==> src/rtl/cmp_pkg.sv <==
// Shared types and helpers for the shared-comparator arbiter.
package cmp_pkg;

   // Default operand width of the shared comparator datapath.
   localparam int unsigned CMP_W = 16;

   // One-hot comparison result.
   typedef struct packed {
      logic gt;
      logic eq;
      logic lt;
   } cmp_flags_t;

   // Round-robin successor of idx among n requesters.
   function automatic int unsigned rr_next(input int unsigned idx, input int unsigned n);
      if (idx + 1 >= n) begin
         return 0;
      end
      return idx + 1;
   endfunction

endpackage

==> src/rtl/mag_cmp.sv <==
// Unsigned magnitude comparator built as an MSB-first greater/less propagate chain.
module mag_cmp #(
   parameter int unsigned WIDTH = 16
) (
   input  logic [WIDTH-1:0] i_a,
   input  logic [WIDTH-1:0] i_b,
   output logic             o_gt,
   output logic             o_eq,
   output logic             o_lt
);

   logic w_gt;
   logic w_lt;

   // Walk from the MSB; the first differing bit decides and locks the chain.
   always_comb begin
      w_gt = 1'b0;
      w_lt = 1'b0;
      for (int i = int'(WIDTH) - 1; i >= 0; i--) begin
         if (!w_gt && !w_lt) begin
            w_gt = i_a[i] & ~i_b[i];
            w_lt = ~i_a[i] & i_b[i];
         end
      end
   end

   assign o_gt = w_gt;
   assign o_lt = w_lt;
   assign o_eq = ~w_gt & ~w_lt;

endmodule

==> src/rtl/cmp_share_arbiter.sv <==
// Round-robin arbiter sharing one magnitude comparator among N_REQ requesters,
// with a single registered response slot that honours backpressure.
module cmp_share_arbiter
   import cmp_pkg::*;
#(
   parameter  int unsigned N_REQ = 4,
   parameter  int unsigned WIDTH = CMP_W,
   localparam int unsigned IDW   = $clog2(N_REQ)
) (
   input  logic                   clk,
   input  logic                   rst,
   input  logic [N_REQ-1:0]       req_valid,
   output logic [N_REQ-1:0]       req_ready,
   input  logic [N_REQ*WIDTH-1:0] req_a,
   input  logic [N_REQ*WIDTH-1:0] req_b,
   output logic                   rsp_valid,
   input  logic                   rsp_ready,
   output logic [IDW-1:0]         rsp_id,
   output logic                   rsp_gt,
   output logic                   rsp_eq,
   output logic                   rsp_lt,
   output logic [15:0]            op_count
);

   logic [IDW-1:0] r_rr;
   logic           r_rsp_valid;
   logic [IDW-1:0] r_rsp_id;
   cmp_flags_t     r_flags;
   logic [15:0]    r_op_count;

   logic           w_slot_free;
   logic           w_found;
   logic           w_accept;
   logic [IDW-1:0] w_win_idx;
   logic [IDW-1:0] w_rr_next;
   logic [WIDTH-1:0] w_a;
   logic [WIDTH-1:0] w_b;
   cmp_flags_t     w_flags;

   assign w_slot_free = !r_rsp_valid || rsp_ready;

   // Scan requesters from the rr pointer upward with wrap; first valid wins.
   always_comb begin
      int unsigned idx;
      w_found   = 1'b0;
      w_win_idx = '0;
      idx       = 0;
      for (int unsigned k = 0; k < N_REQ; k++) begin
         idx = int'(r_rr) + k;
         if (idx >= N_REQ) begin
            idx = idx - N_REQ;
         end
         if (!w_found && req_valid[idx]) begin
            w_found   = 1'b1;
            w_win_idx = IDW'(idx);
         end
      end
   end

   // Reset also blocks grants so nothing looks accepted while the block is cleared.
   assign w_accept = w_found && w_slot_free && !rst;

   // One-hot grant to the winner only when the response slot can take it.
   always_comb begin
      req_ready = '0;
      if (w_accept) begin
         req_ready[w_win_idx] = 1'b1;
      end
   end

   assign w_a       = req_a[w_win_idx*WIDTH +: WIDTH];
   assign w_b       = req_b[w_win_idx*WIDTH +: WIDTH];
   assign w_rr_next = IDW'(rr_next(int'(w_win_idx), N_REQ));

   mag_cmp #(
      .WIDTH(WIDTH)
   ) u_mag_cmp (
      .i_a (w_a),
      .i_b (w_b),
      .o_gt(w_flags.gt),
      .o_eq(w_flags.eq),
      .o_lt(w_flags.lt)
   );

   // Response slot, rr pointer and saturating operation counter.
   always_ff @(posedge clk) begin
      if (rst) begin
         r_rr        <= '0;
         r_rsp_valid <= 1'b0;
         r_rsp_id    <= '0;
         r_flags     <= '0;
         r_op_count  <= '0;
      end else if (w_accept) begin
         // A draining response is replaced in the same edge.
         r_rr        <= w_rr_next;
         r_rsp_valid <= 1'b1;
         r_rsp_id    <= w_win_idx;
         r_flags     <= w_flags;
         if (r_op_count != 16'hFFFF) begin
            r_op_count <= r_op_count + 16'd1;
         end
      end else if (rsp_ready) begin
         // Flags and id hold their last values once the slot empties.
         r_rsp_valid <= 1'b0;
      end
   end

   assign rsp_valid = r_rsp_valid;
   assign rsp_id    = r_rsp_id;
   assign rsp_gt    = r_flags.gt;
   assign rsp_eq    = r_flags.eq;
   assign rsp_lt    = r_flags.lt;
   assign op_count  = r_op_count;

endmodule
==> config.mk <==
export PLATFORM = sky130hd
export DESIGN_NAME = cmp_share_arbiter
export DESIGN_NICKNAME = d
export VERILOG_FILES = /design/src/rtl/cmp_pkg.sv /design/src/rtl/mag_cmp.sv /design/src/rtl/cmp_share_arbiter.sv
export SDC_FILE = /design/constraint.sdc
export NUM_CORES = 1
export LEC_CHECK = 0
export ABC_AREA = 1
export BUFFER_PORTS_ARGS = -buffer_cell sky130_fd_sc_hd__buf_2
export CAP_MARGIN = 5
export CORE_MARGIN = 2
export CORE_UTILIZATION = 38
export CTS_BUF_LIST = sky130_fd_sc_hd__clkbuf_16
export DETAILED_ROUTE_END_ITERATION = 12
export PLACE_DENSITY = 0.69
export SKIP_LAST_GASP = 1
export SLEW_MARGIN = 30
export SYNTH_ARGS = -nofsm -noshare
export SYNTH_HDL_FRONTEND = slang
export SYNTH_SLANG_ARGS = --single-unit
==> constraint.sdc <==
create_clock -name clk -period 7.6 [get_ports clk]
set_input_delay 1.14 -clock clk [delete_from_list [all_inputs] [get_ports clk]]
set_output_delay 1.14 -clock clk [all_outputs]
set_load 0.01 [all_outputs]
Word level (Yosys, flattened, before mapping)
Cells that the tools add are included.
{"block": "classes", "n_addsub": 9, "order_cmp": 11, "eq_ne": 1, "shifts": 2, "muxes": 57, "bitwise": 67, "n_reduce_logical": 59}
{"op": "$lt A32 B3 Y1 const B", "count": 4}
{"op": "$mux W32", "count": 4}
{"op": "$shiftx A64 B7 Y16", "count": 2}
{"op": "$mux W1", "count": 42}
{"op": "$logic_not A1 Y1", "count": 35}
{"op": "$not A1 Y1", "count": 34}
{"op": "$and A1 B1 Y1", "count": 33}
{"op": "$logic_and A1 B1 Y1", "count": 21}
{"op": "$add A16 B1 Y16 const B", "count": 1}
{"op": "$ne A16 B16 Y1 const B", "count": 1}
{"op": "$ge A3 B3 Y1 const B", "count": 4}
{"op": "$sub A3 B3 Y4 const B", "count": 3}
{"op": "$mux W2", "count": 5}
{"op": "$bmux W1 S2", "count": 4}
{"op": "$add A2 B1 Y3 const B", "count": 2}
{"op": "$add A2 B2 Y3 const B", "count": 2}
{"op": "$mux W4", "count": 1}
{"op": "$sub A2 B3 Y4 const B", "count": 1}
{"op": "$ge A2 B3 Y1 const B", "count": 1}
{"op": "$lt A2 B3 Y1 const B", "count": 1}
{"op": "$demux W1 S2", "count": 1}
{"op": "$ge A2 B1 Y1 const B", "count": 1}
{"op": "$reduce_and A2 Y1", "count": 1}
{"op": "$reduce_bool A2 Y1", "count": 1}
{"op": "$logic_or A1 B1 Y1", "count": 1}
{"block": "totals", "reg_bits": 24, "output_inout_bits": 26, "wordCells": 213}

Logic depth before layout (Yosys ltp)
{"block": "depth", "depth_word": 64, "depth_mapped": 55, "mapped_depth_nobuf": 48}

Hierarchy
Synthesis repeated with hierarchy kept, for this count alone.
{"block": "hier_totals", "cells_unflattened": 746, "area_unflattened_um2": 3787.4}
{"module": "cmp_share_arbiter", "n_inst": 1, "cells_per_inst": 593, "area_each_um2": 3143.0}
{"module": "mag_cmp", "n_inst": 1, "cells_per_inst": 153, "area_each_um2": 644.4}

Least setup slack after synthesis
No wires, ideal clock.
{"block": "synth_timing", "path_kind": "input to register", "from": "input req_valid[2]", "to": "register r_flags (netlist bit rsp_eq)", "setup_time_ns": 0.127, "arrival_time_ns": 5.656, "required_time_ns": 7.473, "slack_ns": 1.817, "stages": 51, "path_buffers": 7, "path_cell_list": "inv_1 nand2_1 nand3_1 nand2_2 clkinv_1 nand3_2 nand3_4 buf_12 buf_6 buf_4 buf_2 buf_2 buf_2 buf_1 or2_2 a32oi_1 inv_1 ha_1 [15 not listed] inv_2 nand2_1 inv_2 nand2_1 inv_2 nand2_1 inv_2 nand2_1 inv_2 nand2_1 inv_2 nand2_1 inv_1 nand2_1 nor2_1 nor2_2 nand2_1 a21oi_2"}
{"block": "synth_via", "elab_chain_len": 62}
{"item": "start, declared", "line": "cmp_share_arbiter.sv:12", "text": "input logic [N_REQ-1:0] req_valid,"}
{"item": "$bmux W1 S2", "line": "cmp_share_arbiter.sv:53", "text": "if (!w_found && req_valid[idx]) begin"}
{"item": "$mux W1 (implied by the code)", "line": "cmp_share_arbiter.sv:53"}
{"item": "$mux W1", "line": "cmp_share_arbiter.sv:53"}
{"item": "$logic_not A1 Y1", "line": "cmp_share_arbiter.sv:53"}
{"item": "$logic_and A1 B1 Y1", "line": "cmp_share_arbiter.sv:53"}
{"item": "$mux W1", "line": "cmp_share_arbiter.sv:53"}
{"item": "$logic_not A1 Y1", "line": "cmp_share_arbiter.sv:53"}
{"item": "$logic_and A1 B1 Y1", "line": "cmp_share_arbiter.sv:53"}
{"item": "[46 not listed]"}
{"item": "$logic_not A1 Y1", "line": "mag_cmp.sv:20", "text": "if (!w_gt && !w_lt) begin"}
{"item": "$logic_and A1 B1 Y1", "line": "mag_cmp.sv:20"}
{"item": "$mux W1", "line": "mag_cmp.sv:20"}
{"item": "$logic_not A1 Y1", "line": "mag_cmp.sv:20"}
{"item": "$logic_and A1 B1 Y1", "line": "mag_cmp.sv:20"}
{"item": "$mux W1", "line": "mag_cmp.sv:20"}
{"item": "$not A1 Y1", "line": "mag_cmp.sv:29", "text": "assign o_eq = ~w_gt & ~w_lt;"}
{"item": "$and A1 B1 Y1", "line": "mag_cmp.sv:29"}
{"item": "end signal, assigned", "line": "cmp_share_arbiter.sv:98", "text": "r_flags <= w_flags;"}
{"item": "end, declared", "line": "cmp_share_arbiter.sv:28", "text": "cmp_flags_t r_flags;"}
Several ways; a longest one is shown, not always the timed one. The select of a mux whose other input is x is not followed.
A chain may end at the register's enable or synchronous reset.

Worst setup path in the final report
{"block": "layout_timing", "from": "input req_valid[1]", "to": "register r_flags (netlist bit rsp_lt)"}
{"block": "layout_via", "elab_chain_len": 60}
{"item": "$bmux W1 S2", "line": "cmp_share_arbiter.sv:53"}
{"item": "$mux W1 (implied by the code)", "line": "cmp_share_arbiter.sv:53"}
{"item": "$mux W1", "line": "cmp_share_arbiter.sv:53"}
{"item": "$logic_not A1 Y1", "line": "cmp_share_arbiter.sv:53"}
{"item": "$logic_and A1 B1 Y1", "line": "cmp_share_arbiter.sv:53"}
{"item": "$mux W1", "line": "cmp_share_arbiter.sv:53"}
{"item": "$logic_not A1 Y1", "line": "cmp_share_arbiter.sv:53"}
{"item": "$logic_and A1 B1 Y1", "line": "cmp_share_arbiter.sv:53"}
{"item": "[44 not listed]"}
{"item": "$logic_and A1 B1 Y1", "line": "mag_cmp.sv:20"}
{"item": "$mux W1", "line": "mag_cmp.sv:20"}
{"item": "$logic_not A1 Y1", "line": "mag_cmp.sv:20"}
{"item": "$logic_and A1 B1 Y1", "line": "mag_cmp.sv:20"}
{"item": "$mux W1", "line": "mag_cmp.sv:20"}
{"item": "$logic_not A1 Y1", "line": "mag_cmp.sv:20"}
{"item": "$logic_and A1 B1 Y1", "line": "mag_cmp.sv:20"}
{"item": "$mux W1", "line": "mag_cmp.sv:20"}
Several ways; a longest one is shown, not always the timed one. The select of a mux whose other input is x is not followed.

==> run_results.csv <==
group,metric,value,unit
floorplanning,rows,33,
timing,slew_headroom,0.568,
final_layout,regArea,480,µm²
floorplanning,core,0.00813,mm²
synthesis,yosysWarnings,0,
timing,skew,0.00382,ns
timing,rsz0062_at_grt,"no",
synthesis,synth-seq-area-share,0.152,
clock_network,postCtsSetupBuffers,0,
run_status,status,"complete, no violations",
drt,detail_route.iter0.violations,146,
final_layout,multi_input_area,0.00219,mm²
worst_setup_path,endpoint_kind,"flip-flop",
global_route,grt_overflow_total,0,
place,dpl.hpwl,7330,µm
synthesis,synth-seq-cells,24,
worst_setup_path,cpMaxStageDelayCell,"ha_1",
timing,drv_slew,0,
clock_network,postCtsHoldBufs,0,
global_route,grt_max_degree,65,
global_route,grt_pass1_wl,14200,µm
timing,setup_tns,0,ns
clock_network,clockBufferDepth,2,
place,port_buffers,160,
floorplanning,start_util,0.389,
synthesis,synth_edf_count,0,
timing,setup_viol_count_final,0,
timing,finalCriticalPeriod,5.46,ns
job,max-cap-violations,0,
place,post-place-ws,1.89,ns
drt,first_pass_iters,4,
drt,drc_errors,0,
synthesis,ys.flop_type,"dfxtp_1",
synthesis,syn_area,0.00317,mm²
timing,fin_crit_sh,0.719,
clock_network,htree_levels,1,
drt,routed_wl,9250,µm
final_layout,final_nets,860,
global_route,grt_pass1_vias,3321,
hold_path,hp-class,"reg -> reg",
timing,fin_ws,2.14,ns
clock_network,worstSkewPairLatency,0.25,ns
floorplanning,die_x,95.3,µm
place,dpl_cell_area,0.00395,mm²
clock_network,numCtsBuffers,3,
clock_network,cts_resized,0,
synthesis,synth_area_per_cell,5.50,µm²
floorplanning,io_pins,161,
synthesis,synthDistinctLibCells,38,
worst_setup_path,crit_arrival,5.61,ns
final_layout,area_delta_synth_final,27.1,%
drt,vias,3979,
global_route,antenna_found_initial,0,
clock_network,cts_root_buf,"clkbuf_16",
synthesis,netlist_instances,576,
final_layout,drive_above_1_share,0.307,
worst_setup_path,critPathMaxStageDelay,0.36,ns
timing,final_hold_viol_count,0,
drt,wire_per_inst,11.3,µm
worst_setup_path,crit_fanout,56,
synthesis,async_flop_share,0,
final_layout,filler_cell_count,878,
clock_network,path_clk_slew,0.06,ns
floorplanning,die_area,0.00908,mm²
floorplanning,die_h,95.3,µm
global_route,grt_usage,0.188,
drt,vias_per_cell,4.84,
drt,ant_nets,0,
clock_network,cts_tree,"yes",
place,globalplace.congestion,0.787,
final_layout,antenna_cells,0,
synthesis,synth_nets,718,
timing,max_freq,183,MHz
clock_network,cts.sinks,24,
worst_setup_path,crit_type,"in -> reg",
final_layout,fin_area,0.00403,mm²
worst_setup_path,cp-start-kind,"input pin",
timing,worst_pin_slew,0.649,ns
worst_setup_path,required,7.75,ns
worst_setup_path,crit_top_cell,"nand2_1",
==> cells in the final DEF, fill, tap and decap left out, drive strengths merged, types with 10 or more instances in the layout <==
master  instances
nand2         202
buf           161
inv            87
nand3          58
nor2           48
a21oi          40
dfxtp          24
o21ai          16
a32oi          14
nand4          11
and2           11
a32o           10
==> routing by layer <==
layer  wire (µm)  vias up  track usage
met5           0        -            0
met4          91        0       0.0386
met3         486        8       0.0190
met2        4550       97        0.325
met1        4130     1732        0.252
li1            -     2142            -
==> metrics by stage <==
step	hold WS [ns]	util	instances
floorplan	0.480	-	576
global placement	0.451	0.485	818
detailed placement	0.457	0.485	818
CTS	0.467	0.495	822
global route	0.514	0.495	822
finish	0.470	0.495	822
==> final timing paths <==
kind                              startpoint           to  slack [ns]  cells after the start
worst max-delay path            req_valid[1]       rsp_lt        2.14                     44
worst max register to register       r_rr[0]       rsp_lt        2.37                     44
worst min register to register   op_count[4]  op_count[4]        0.47                      2
worst min-delay path             op_count[4]  op_count[4]        0.47                      2
==> cell families (layout without fill, tap and decap cells) <==
kind of cell               Yosys count  count (layout)  share of synthesized area
buffers and inverters              114             255                      0.158
DFF                                 24              24                      0.152
and+or+nand+nor                    345             345                      0.489
AOI/OAI and AO/OA                   86              86                      0.174
adders and majority gates            7               7                     0.0277
==> state kept, by name (all words and copies together), names as in the netlist <==
signal,cells
rsp_valid,1
op_count,16
rsp_gt,1
rsp_lt,1
rsp_id,2
r_rr,2
rsp_eq,1
==> synth_stat cells (2+ instances only) <==
master	n	area (µm²)
nand2_1	192	721
inv_1	61	229
nand3_1	51	255
nor2_1	42	158
a21oi_1	39	195
inv_2	25	93.8
dfxtp_1	24	480
a32oi_1	14	123
o21ai_0	14	70.1
buf_2	13	65.1
and2_1	11	68.8
nand4_1	11	68.8
a32o_1	10	100
nand2_2	8	50.1
nor3_1	8	40.0
ha_1	7	87.6
nand3_2	6	60.1
or2_2	6	37.5
nor2_2	5	31.3
buf_6	4	45.0
clkbuf_1	3	11.3
clkinv_1	3	11.3
buf_4	2	15.0
nand2_4	2	22.5
o21ai_1	2	10.0
==> worst max-delay path, delay by kind of cell <==
kind	cells	cell delay, ns
simple gates	23	2.42
compound gates	2	0.35
buf+inv	18	1.29
fa+ha+maj	1	0.36
==> area by class of cell <==
type,count,area share
Multi-Input combinational cell,438,0.543
Timing Repair Buffer,161,0.201
Sequential cell,24,0.119
Inverter,90,0.0846
Tap cell,105,0.0326
Clock buffer,3,0.0187
Clock inverter,1,0.000933
Power is not shown: default switching activity piles up to over one toggle a cycle in this logic, so the estimate is an artifact.
